### config.mk
export PLATFORM = sky130hd
export DESIGN_NAME = decode_issue_flat
export DESIGN_NICKNAME = d
export VERILOG_FILES = /design/src/rtl/decode_issue_if.sv /design/src/rtl/decode_issue.sv /design/src/flat_wrapper.sv
export SDC_FILE = /design/constraint.sdc
export NUM_CORES = 1
export LEC_CHECK = 0
export BUFFER_PORTS_ARGS = -buffer_cell sky130_fd_sc_hd__buf_2
export CAP_MARGIN = 20
export CORE_AREA = 4 4 441 443
export CTS_BUF_LIST = sky130_fd_sc_hd__clkbuf_16
export DETAILED_ROUTE_END_ITERATION = 8
export DIE_AREA = 0 0 445 447
export HOLD_SLACK_MARGIN = 0.1
export PLACE_DENSITY_LB_ADDON = 0.08
export SLEW_MARGIN = 10
export SYNTH_ARGS = -nofsm -noshare
export SYNTH_HDL_FRONTEND = slang
export SYNTH_SLANG_ARGS = --single-unit
export TNS_END_PERCENT = 20
### constraint.sdc
create_clock -name clk -period 8.4 [get_ports clk]
set_input_delay 2.1 -clock clk [delete_from_list [all_inputs] [get_ports clk]]
set_output_delay 2.1 -clock clk [all_outputs]
set_load 0.02 [all_outputs]
### src/rtl/decode_issue_if.sv
// rtl/decode_issue_if.sv - fetch halfword handshake, register-file view and issue bundle
interface decode_issue_if;
    logic [15:0]       hw_i;
    logic              hw_valid_i;
    logic              hw_ready_o;
    logic [31:0][31:0] gr_i;
    logic              issue_o;
    logic [4:0]        destination_o;
    logic [31:0]       reg1_o;
    logic [31:0]       reg2_o;
    logic [4:0]        imm5_o;
    logic [2:0]        op_o;
    logic              illegal_o;

    modport slave (
        input  hw_i, hw_valid_i, gr_i,
        output hw_ready_o, issue_o, destination_o, reg1_o, reg2_o, imm5_o, op_o, illegal_o
    );

    modport master (
        output hw_i, hw_valid_i, gr_i,
        input  hw_ready_o, issue_o, destination_o, reg1_o, reg2_o, imm5_o, op_o, illegal_o
    );
endinterface

### src/rtl/decode_issue.sv
// rtl/decode_issue.sv - V850 subset decode/operand fetch feeding an add-only executer
module decode_issue #(
    parameter logic [2:0] RESET_OP = 3'd0
) (
    input  logic          clk,
    input  logic          rst,
    decode_issue_if.slave bus
);
    typedef enum logic {S_FIRST, S_SECOND} state_t;

    localparam logic [5:0] OPC_MOV   = 6'b000000;
    localparam logic [5:0] OPC_ADD   = 6'b001110;
    localparam logic [5:0] OPC_MOVI5 = 6'b010000;
    localparam logic [5:0] OPC_ADDI5 = 6'b010010;
    localparam logic [5:0] OPC_ADDI  = 6'b110000;

    localparam logic [2:0] OP_NOP   = 3'd0;
    localparam logic [2:0] OP_ADD   = 3'd1;
    localparam logic [2:0] OP_ADDI5 = 3'd2;
    localparam logic [2:0] OP_MOV   = 3'd3;
    localparam logic [2:0] OP_MOVI5 = 3'd4;
    localparam logic [2:0] OP_ADDI  = 3'd5;

    state_t      state_q, state_d;
    logic [4:0]  lat_reg1_q, lat_reg1_d, lat_reg2_q, lat_reg2_d;
    logic        lat_ill_q, lat_ill_d;
    logic        issue_q, issue_d, illegal_q, illegal_d;
    logic [4:0]  dest_q, dest_d, imm5_q, imm5_d;
    logic [31:0] reg1_q, reg1_d, reg2_q, reg2_d;
    logic [2:0]  op_q, op_d;

    logic [4:0]  f_reg1, f_reg2, src_a, src_b;
    logic [5:0]  f_opc;
    logic        src_a_use, src_b_use, hazard, accept;
    logic [31:0] f_sext5;

    function automatic logic [31:0] rd_gr(input logic [31:0][31:0] gr, input logic [4:0] idx);
        return (idx == 5'd0) ? 32'd0 : gr[idx];
    endfunction

    assign f_reg1  = bus.hw_i[4:0];
    assign f_reg2  = bus.hw_i[15:11];
    assign f_opc   = bus.hw_i[10:5];
    assign f_sext5 = {{27{f_reg1[4]}}, f_reg1};

    // The executer commits the issued result one edge later, so a source that
    // matches the in-flight destination must wait exactly one cycle.
    always_comb begin
        src_a     = 5'd0;
        src_b     = 5'd0;
        src_a_use = 1'b0;
        src_b_use = 1'b0;
        if (state_q == S_FIRST) begin
            case (f_opc)
                OPC_MOV:   begin src_a = f_reg1; src_a_use = 1'b1; end
                OPC_ADD:   begin src_a = f_reg1; src_a_use = 1'b1;
                                 src_b = f_reg2; src_b_use = 1'b1; end
                OPC_ADDI5: begin src_b = f_reg2; src_b_use = 1'b1; end
                default:   ;
            endcase
        end else if (!lat_ill_q) begin
            src_a     = lat_reg1_q;
            src_a_use = 1'b1;
        end
    end

    assign hazard = issue_q && (dest_q != 5'd0) &&
                    ((src_a_use && (src_a == dest_q)) || (src_b_use && (src_b == dest_q)));
    assign bus.hw_ready_o = !rst && !hazard;
    assign accept = bus.hw_valid_i && bus.hw_ready_o;

    always_ff @(posedge clk) begin
        if (rst) begin
            state_q    <= S_FIRST;
            lat_reg1_q <= 5'd0;
            lat_reg2_q <= 5'd0;
            lat_ill_q  <= 1'b0;
            issue_q    <= 1'b0;
            illegal_q  <= 1'b0;
            dest_q     <= 5'd0;
            imm5_q     <= 5'd0;
            reg1_q     <= 32'd0;
            reg2_q     <= 32'd0;
            op_q       <= RESET_OP;
        end else begin
            state_q    <= state_d;
            lat_reg1_q <= lat_reg1_d;
            lat_reg2_q <= lat_reg2_d;
            lat_ill_q  <= lat_ill_d;
            issue_q    <= issue_d;
            illegal_q  <= illegal_d;
            dest_q     <= dest_d;
            imm5_q     <= imm5_d;
            reg1_q     <= reg1_d;
            reg2_q     <= reg2_d;
            op_q       <= op_d;
        end
    end

    always_comb begin
        state_d    = state_q;
        lat_reg1_d = lat_reg1_q;
        lat_reg2_d = lat_reg2_q;
        lat_ill_d  = lat_ill_q;
        if (accept) begin
            if (state_q == S_FIRST) begin
                if (f_opc[5:4] == 2'b11) begin
                    state_d    = S_SECOND;
                    lat_reg1_d = f_reg1;
                    lat_reg2_d = f_reg2;
                    lat_ill_d  = (f_opc != OPC_ADDI);
                end
            end else begin
                state_d = S_FIRST;
            end
        end
    end

    always_comb begin
        issue_d   = 1'b0;
        illegal_d = 1'b0;
        dest_d    = dest_q;
        imm5_d    = imm5_q;
        reg1_d    = reg1_q;
        reg2_d    = reg2_q;
        op_d      = op_q;
        if (accept && state_q == S_FIRST) begin
            case (f_opc)
                OPC_MOV: begin
                    issue_d = 1'b1;
                    op_d    = (f_reg1 == 5'd0 && f_reg2 == 5'd0) ? OP_NOP : OP_MOV;
                    reg1_d  = rd_gr(bus.gr_i, f_reg1);
                    reg2_d  = 32'd0;
                    imm5_d  = 5'd0;
                    dest_d  = f_reg2;
                end
                OPC_ADD: begin
                    issue_d = 1'b1;
                    op_d    = OP_ADD;
                    reg1_d  = rd_gr(bus.gr_i, f_reg1);
                    reg2_d  = rd_gr(bus.gr_i, f_reg2);
                    imm5_d  = 5'd0;
                    dest_d  = f_reg2;
                end
                OPC_MOVI5: begin
                    issue_d = 1'b1;
                    op_d    = OP_MOVI5;
                    reg1_d  = f_sext5;
                    reg2_d  = 32'd0;
                    imm5_d  = f_reg1;
                    dest_d  = f_reg2;
                end
                OPC_ADDI5: begin
                    issue_d = 1'b1;
                    op_d    = OP_ADDI5;
                    reg1_d  = f_sext5;
                    reg2_d  = rd_gr(bus.gr_i, f_reg2);
                    imm5_d  = f_reg1;
                    dest_d  = f_reg2;
                end
                default: illegal_d = (f_opc[5:4] != 2'b11);
            endcase
        end else if (accept) begin
            if (lat_ill_q) begin
                illegal_d = 1'b1;
            end else begin
                issue_d = 1'b1;
                op_d    = OP_ADDI;
                reg1_d  = {{16{bus.hw_i[15]}}, bus.hw_i};
                reg2_d  = rd_gr(bus.gr_i, lat_reg1_q);
                imm5_d  = 5'd0;
                dest_d  = lat_reg2_q;
            end
        end
    end

    assign bus.issue_o       = issue_q;
    assign bus.illegal_o     = illegal_q;
    assign bus.destination_o = dest_q;
    assign bus.reg1_o        = reg1_q;
    assign bus.reg2_o        = reg2_q;
    assign bus.imm5_o        = imm5_q;
    assign bus.op_o          = op_q;
endmodule

### src/flat_wrapper.sv
// flat-port wrapper written by rule: the top's interface ports become plain ports
module decode_issue_flat 
#(
    parameter logic [2:0] RESET_OP = 3'd0
)
  (clk, rst, bus_hw_i, bus_hw_valid_i, bus_gr_i, bus_hw_ready_o, bus_issue_o, bus_destination_o, bus_reg1_o, bus_reg2_o, bus_imm5_o, bus_op_o, bus_illegal_o);
  decode_issue_if bus_i ();
  input  logic clk;
  input  logic rst;
  input wire logic [$bits(bus_i.hw_i)-1:0] bus_hw_i;
  input wire logic [$bits(bus_i.hw_valid_i)-1:0] bus_hw_valid_i;
  input wire logic [$bits(bus_i.gr_i)-1:0] bus_gr_i;
  output wire logic [$bits(bus_i.hw_ready_o)-1:0] bus_hw_ready_o;
  output wire logic [$bits(bus_i.issue_o)-1:0] bus_issue_o;
  output wire logic [$bits(bus_i.destination_o)-1:0] bus_destination_o;
  output wire logic [$bits(bus_i.reg1_o)-1:0] bus_reg1_o;
  output wire logic [$bits(bus_i.reg2_o)-1:0] bus_reg2_o;
  output wire logic [$bits(bus_i.imm5_o)-1:0] bus_imm5_o;
  output wire logic [$bits(bus_i.op_o)-1:0] bus_op_o;
  output wire logic [$bits(bus_i.illegal_o)-1:0] bus_illegal_o;
  assign bus_i.hw_i = bus_hw_i;
  assign bus_i.hw_valid_i = bus_hw_valid_i;
  assign bus_i.gr_i = bus_gr_i;
  assign bus_hw_ready_o = bus_i.hw_ready_o;
  assign bus_issue_o = bus_i.issue_o;
  assign bus_destination_o = bus_i.destination_o;
  assign bus_reg1_o = bus_i.reg1_o;
  assign bus_reg2_o = bus_i.reg2_o;
  assign bus_imm5_o = bus_i.imm5_o;
  assign bus_op_o = bus_i.op_o;
  assign bus_illegal_o = bus_i.illegal_o;
  decode_issue #(.RESET_OP(RESET_OP)) u_core (.clk(clk), .rst(rst), .bus(bus_i));
endmodule
After elaboration in Yosys (flattened, before gate mapping)
Cells that the tools add are included.

Order comparisons: 3. Eq/ne operators: 13. Multiplexer cells: 49. Bitwise operators: 1. Reduce and logical (&&, ||, !) cells: 27.

Operators with widths (count): $bmux 32 s5 (3); $mux 32 (12); $pmux 32 s2 (2); $mux 5 (12); $lt 5x6->1 const B (3); $logic_not 5->1 (3); $reduce_and 3->1 (5); $mux 1 (14); $eq 6x5->1 const B (2); $pmux 3 s4 (1); $eq 5x5->1 (2); $pmux 5 s2 (1); $mux 3 (3); $logic_and 1x1->1 (8); $reduce_or 2->1 (4); $eq 6x4->1 const B (1); $logic_not 6->1 (1); $ne 2x2->1 const B (3); $ne 3x3->1 const B (2); $ne 6x6->1 const B (1); $ne 5x5->1 const B (1); $reduce_bool 5->1 (1); $reduce_or 4->1 (1); $eq 2x2->1 const B (1); other kinds (5) (6).

Register bits after elaboration: 91. Bits of input ports: 1043. Word-level logic and storage cells: 104.

Logic depth before layout (Yosys ltp)
Word-level depth: 14. Mapped depth: 11.

Worst setup path before layout
OpenSTA, ideal clock, no wires.

Path type: input to output. Start point: in bus_hw_i[6]. End point: out bus_hw_ready_o. Arrival: 3605 ps. Required time: 6300 ps. Slack: 2695 ps. Stages: 7. Path through: buf_6 or3_4 a2111oi_4 o32a_2 nand3_2 a21oi_1 nor2_1.

Longest elaborated chain between the ends: 10.

RTL lines: start, declared (line flat_wrapper.sv:10) `input wire logic [$bits(bus_i.hw_i)-1:0] bus_hw_i;`; $eq 6x4->1 (tied with other cells) (line decode_issue.sv:54) `case (f_opc)`; $reduce_or 2->1 (no line); $mux 5 (line decode_issue.sv:54); $mux 5 (line decode_issue.sv:53) `if (state_q == S_FIRST) begin`; $eq 5x5->1 (line decode_issue.sv:68) `((src_a_use && (src_a == dest_q)) || (src_b_use && (src_b == dest_q)));`; $logic_and 1x1->1 (line decode_issue.sv:68); $logic_or 1x1->1 * (line decode_issue.sv:68); $logic_and 1x1->1 * (line decode_issue.sv:67) `assign hazard = issue_q && (dest_q != 5'd0) &&`; $logic_not 1->1 * (line decode_issue.sv:69) `assign bus.hw_ready_o = !rst && !hazard;`; $logic_and 1x1->1 * (line decode_issue.sv:69); end, declared (line flat_wrapper.sv:13) `output wire logic [$bits(bus_i.hw_ready_o)-1:0] bus_hw_ready_o;`.

Every way passes the cells marked *; elsewhere a longest branch is shown, timed or not.

Final worst setup path
Start point: in bus_hw_i[4]. End point: out bus_hw_ready_o.

Longest elaborated chain between the ends: 8.

RTL lines (line): $mux 5 (decode_issue.sv:54); $mux 5 (decode_issue.sv:53); $eq 5x5->1 (decode_issue.sv:68); $logic_and 1x1->1 (decode_issue.sv:68); $logic_or 1x1->1 (decode_issue.sv:68); $logic_and 1x1->1 (decode_issue.sv:67); $logic_not 1->1 (decode_issue.sv:69); $logic_and 1x1->1 (decode_issue.sv:69).

Every way passes these cells.

==> metrics <==
Final Cycle Share=0.799; Starting Density=0.152; Layout Nets=roughly 4,400; die area=0.199 mm²; Final Util=0.197; die height=around 450 µm; top cells by area, synth=mux4_2 (54%), mux2i_1 (11%), dfxtp_1 (6.3%); synth unique cells=77; Worst-path clk slew=0.09 ns; unrepaired setup endpoints after global routing=false; Max Clock Freq=between 0.1 and 0.15 GHz; Post-DP HPWL=203 mm; clock latency reported for the late side of the worst-skew pair=between 0.4 and 0.5 ns; HP Class=reg -> reg; clock net sink count=91; WP data arrival=4.61 ns; routed vias/inst=approximately 5.4; DR DRC count=0; Max-Cap Viols=0; gr ovfl total=0; Avg WL per Cell=between 40 and 50 µm; Post-CTS Hold Fix Bufs=0; endpoint class of the critical path=output pin; cts bufs inserted=9; Static Leak=around 13 nW; initial antenna violation count=between 150 and 200; Slew Viols, Final=0; Worst EP required=6.30 ns; clock skew=0.0354 ns; Resized Gates After CTS=0; Slew @ Worst Pin=1.19 ns; first-pass GRT wire length=~340 mm; layout cell share with drive strength beyond 1=0.586; outcome=completed; final total power=about 0.0031 W; first-pass iteration count of the detailed router=7; area share of the largest cell type after synthesis=0.543; drt first-iter violations=~2,700; Worst slew margin=0.207; Min Hold Slack=between 0.4 and 0.5 ns; IO Count=1,123; Clock Root Buffer=clkbuf_16; CP max FO=27; Area Overhead vs Synth=29.2%; Hold Violations, Final=0; ys async rst share=0; TritonCTS clock tree=yes; PortBufs=about 1,100; H-tree lvl count=3; post-CTS setup buffer count=0; CP Launch Type=input port; worst vdd ir=approximately 0.000085 V; crit path time final=approximately 6.7 ns; Final setup viols=0; largest net degree at the start of global routing=95; Synth area leader=mux4_2; number of global-route vias before repair=around 33,000; critical path class=in -> out; top_reg_cell synth=dfxtp_1; Post-Syn Area=0.0289 mm²; number of synthesized flops with an enable pin=0; row count=160; final WL=between 200 and 300 mm; DR vias=~32,000; GPL Wtd Cong=slightly below 0.9; die width=about 450 µm; Net Count, Synth=~3,600; Fin Setup TNS=0 ns; power per cell area=around 84 mW/mm²; Mapped Cells=around 2,500; Post-DRT Antenna Nets=0; Synth Register Bits=91; Synthesis Warnings=0; All-Layer GR Usage=0.251; clock buffer depth=2; mean post-synth cell area=11.5 µm²; sequential share of the synthesized area=0.0630; core area=roughly 0.19 mm²
## cells in the mapped netlist (7+ instances only)
cell type,instances
a2111oi_0,8
a211oi_1,16
a21o_1,13
a21oi_1,121
a221oi_1,62
a22o_1,21
a22oi_1,73
a31oi_1,40
a32oi_1,11
and2_1,8
buf_1,31
buf_2,129
buf_4,32
buf_6,13
clkbuf_1,116
dfxtp_1,91
inv_1,7
mux2_2,28
mux2i_1,325
mux4_2,697
nand2_1,169
nand2b_1,10
nand3_1,73
nor2_1,48
nor2b_1,25
nor3_1,30
nor4_1,10
o211ai_1,11
o21ai_0,128
o22ai_1,46
o32a_1,18
or3_1,8
## per-layer routing
layer	share of wire	up-vias	GRT usage
met3	0.054	390	0.0429
met1	0.40	17400	0.308
met4	0.033	36	0.0721
met5	0.00087	-	0
met2	0.51	1583	0.449
li1	-	12800	-
## stage by stage
step	area [µm²]	std cells	setup slack, ns
floorplan	28900	2514	2.69
global placement	36900	5891	1.70
detailed placement	36900	5891	1.65
CTS	37200	5907	1.65
global route	37300	5949	1.58
finish	37400	5977	1.69
## critical path: stages
cell and delay (ns):
buf_4 0.45, inv_1 0.38, o221a_2 0.37, a211oi_2 0.33, nand3_2 0.23, a21oi_1 0.34, nor2_1 0.13, buf_2 0.21
## flip-flops by register name (all words and copies together) (netlist names)
signal and cells:
u_core.bus.imm5_o 5, u_core.state_q 1, u_core.bus.illegal_o 1, u_core.bus.reg1_o 32, u_core.bus.op_o 3, u_core.bus.destination_o 5
u_core.lat_reg1_q 5, u_core.bus.reg2_o 32, u_core.lat_reg2_q 5, u_core.bus.issue_o 1, u_core.lat_ill_q 1
## where the power goes
part | switching (W) | leakage, nW | internal, W | total (W)
Clock | 0.000314 | 0.149 | 0.000214 | 0.000527
Combinational | 0.00121 | 12.4 | 0.000929 | 0.00214
Sequential | 0.0000207 | 0.741 | 0.000452 | 0.000472
## cell type report
class                   instances  area [µm²]
inverters                      10        55.1
multi-input cells            2087       25600
flip-flops and latches         91        1830
well taps                    2511        3140
repair buffers               1192        6270
diodes                         70         175
clock inverters                 7        76.3
fillers                     21000      153000
clock buffers                   9         225
## worst paths after layout
path,end,slack (ns),from,cells past startpoint
max reg2reg,u_core.bus.reg2_o[23]$_SDFFE_PP0P_,3.73,u_core.lat_reg1_q[1]$_SDFFE_PP0P_,10
min,u_core.bus.imm5_o[3]$_SDFFE_PP0P_,0.45,u_core.bus.imm5_o[3]$_SDFFE_PP0P_,2
max,bus_hw_ready_o,1.69,bus_hw_i[4],8
min reg2reg,u_core.bus.imm5_o[3]$_SDFFE_PP0P_,0.45,u_core.bus.imm5_o[3]$_SDFFE_PP0P_,2
## placed cells by master, fill, tap and decap left out, drive strengths merged, types with 4 or more instances in the layout
| master | instances |
|---|---|
| clkbuf | 9 |
| a2111oi | 9 |
| o21ai | 134 |
| a21o | 13 |
| nand2 | 169 |
| mux2i | 325 |
| a22oi | 73 |
| o32a | 19 |
| or2 | 5 |
| a32oi | 11 |
| a22o | 21 |
| nand4 | 6 |
| nor2 | 49 |
| and2 | 10 |
| nor4 | 10 |
| a31oi | 41 |
| buf | 1192 |
| o2111ai | 4 |
| nor2b | 25 |
| dfxtp | 91 |
| mux2 | 28 |
| a211oi | 17 |
| mux4 | 697 |
| nor3 | 30 |
| nand3 | 74 |
| inv | 13 |
| a21oi | 123 |
| diode | 70 |
| o221ai | 6 |
| o211ai | 11 |
| nor3b | 4 |
| o32ai | 5 |
| o22ai | 46 |
| a221oi | 62 |
| or3 | 10 |
| nand2b | 10 |
| clkinv | 4 |
## kinds of logic after synthesis
family,synth area share
AND/OR/NAND/NOR,0.0698
flip-flops,0.0630
XOR/XNOR,0.00182
AO/OA/AOI/OAI,0.142
buffers and inverters,0.0570
multiplexers,0.666
No activity file was read; power rests on OpenSTA's default activity.
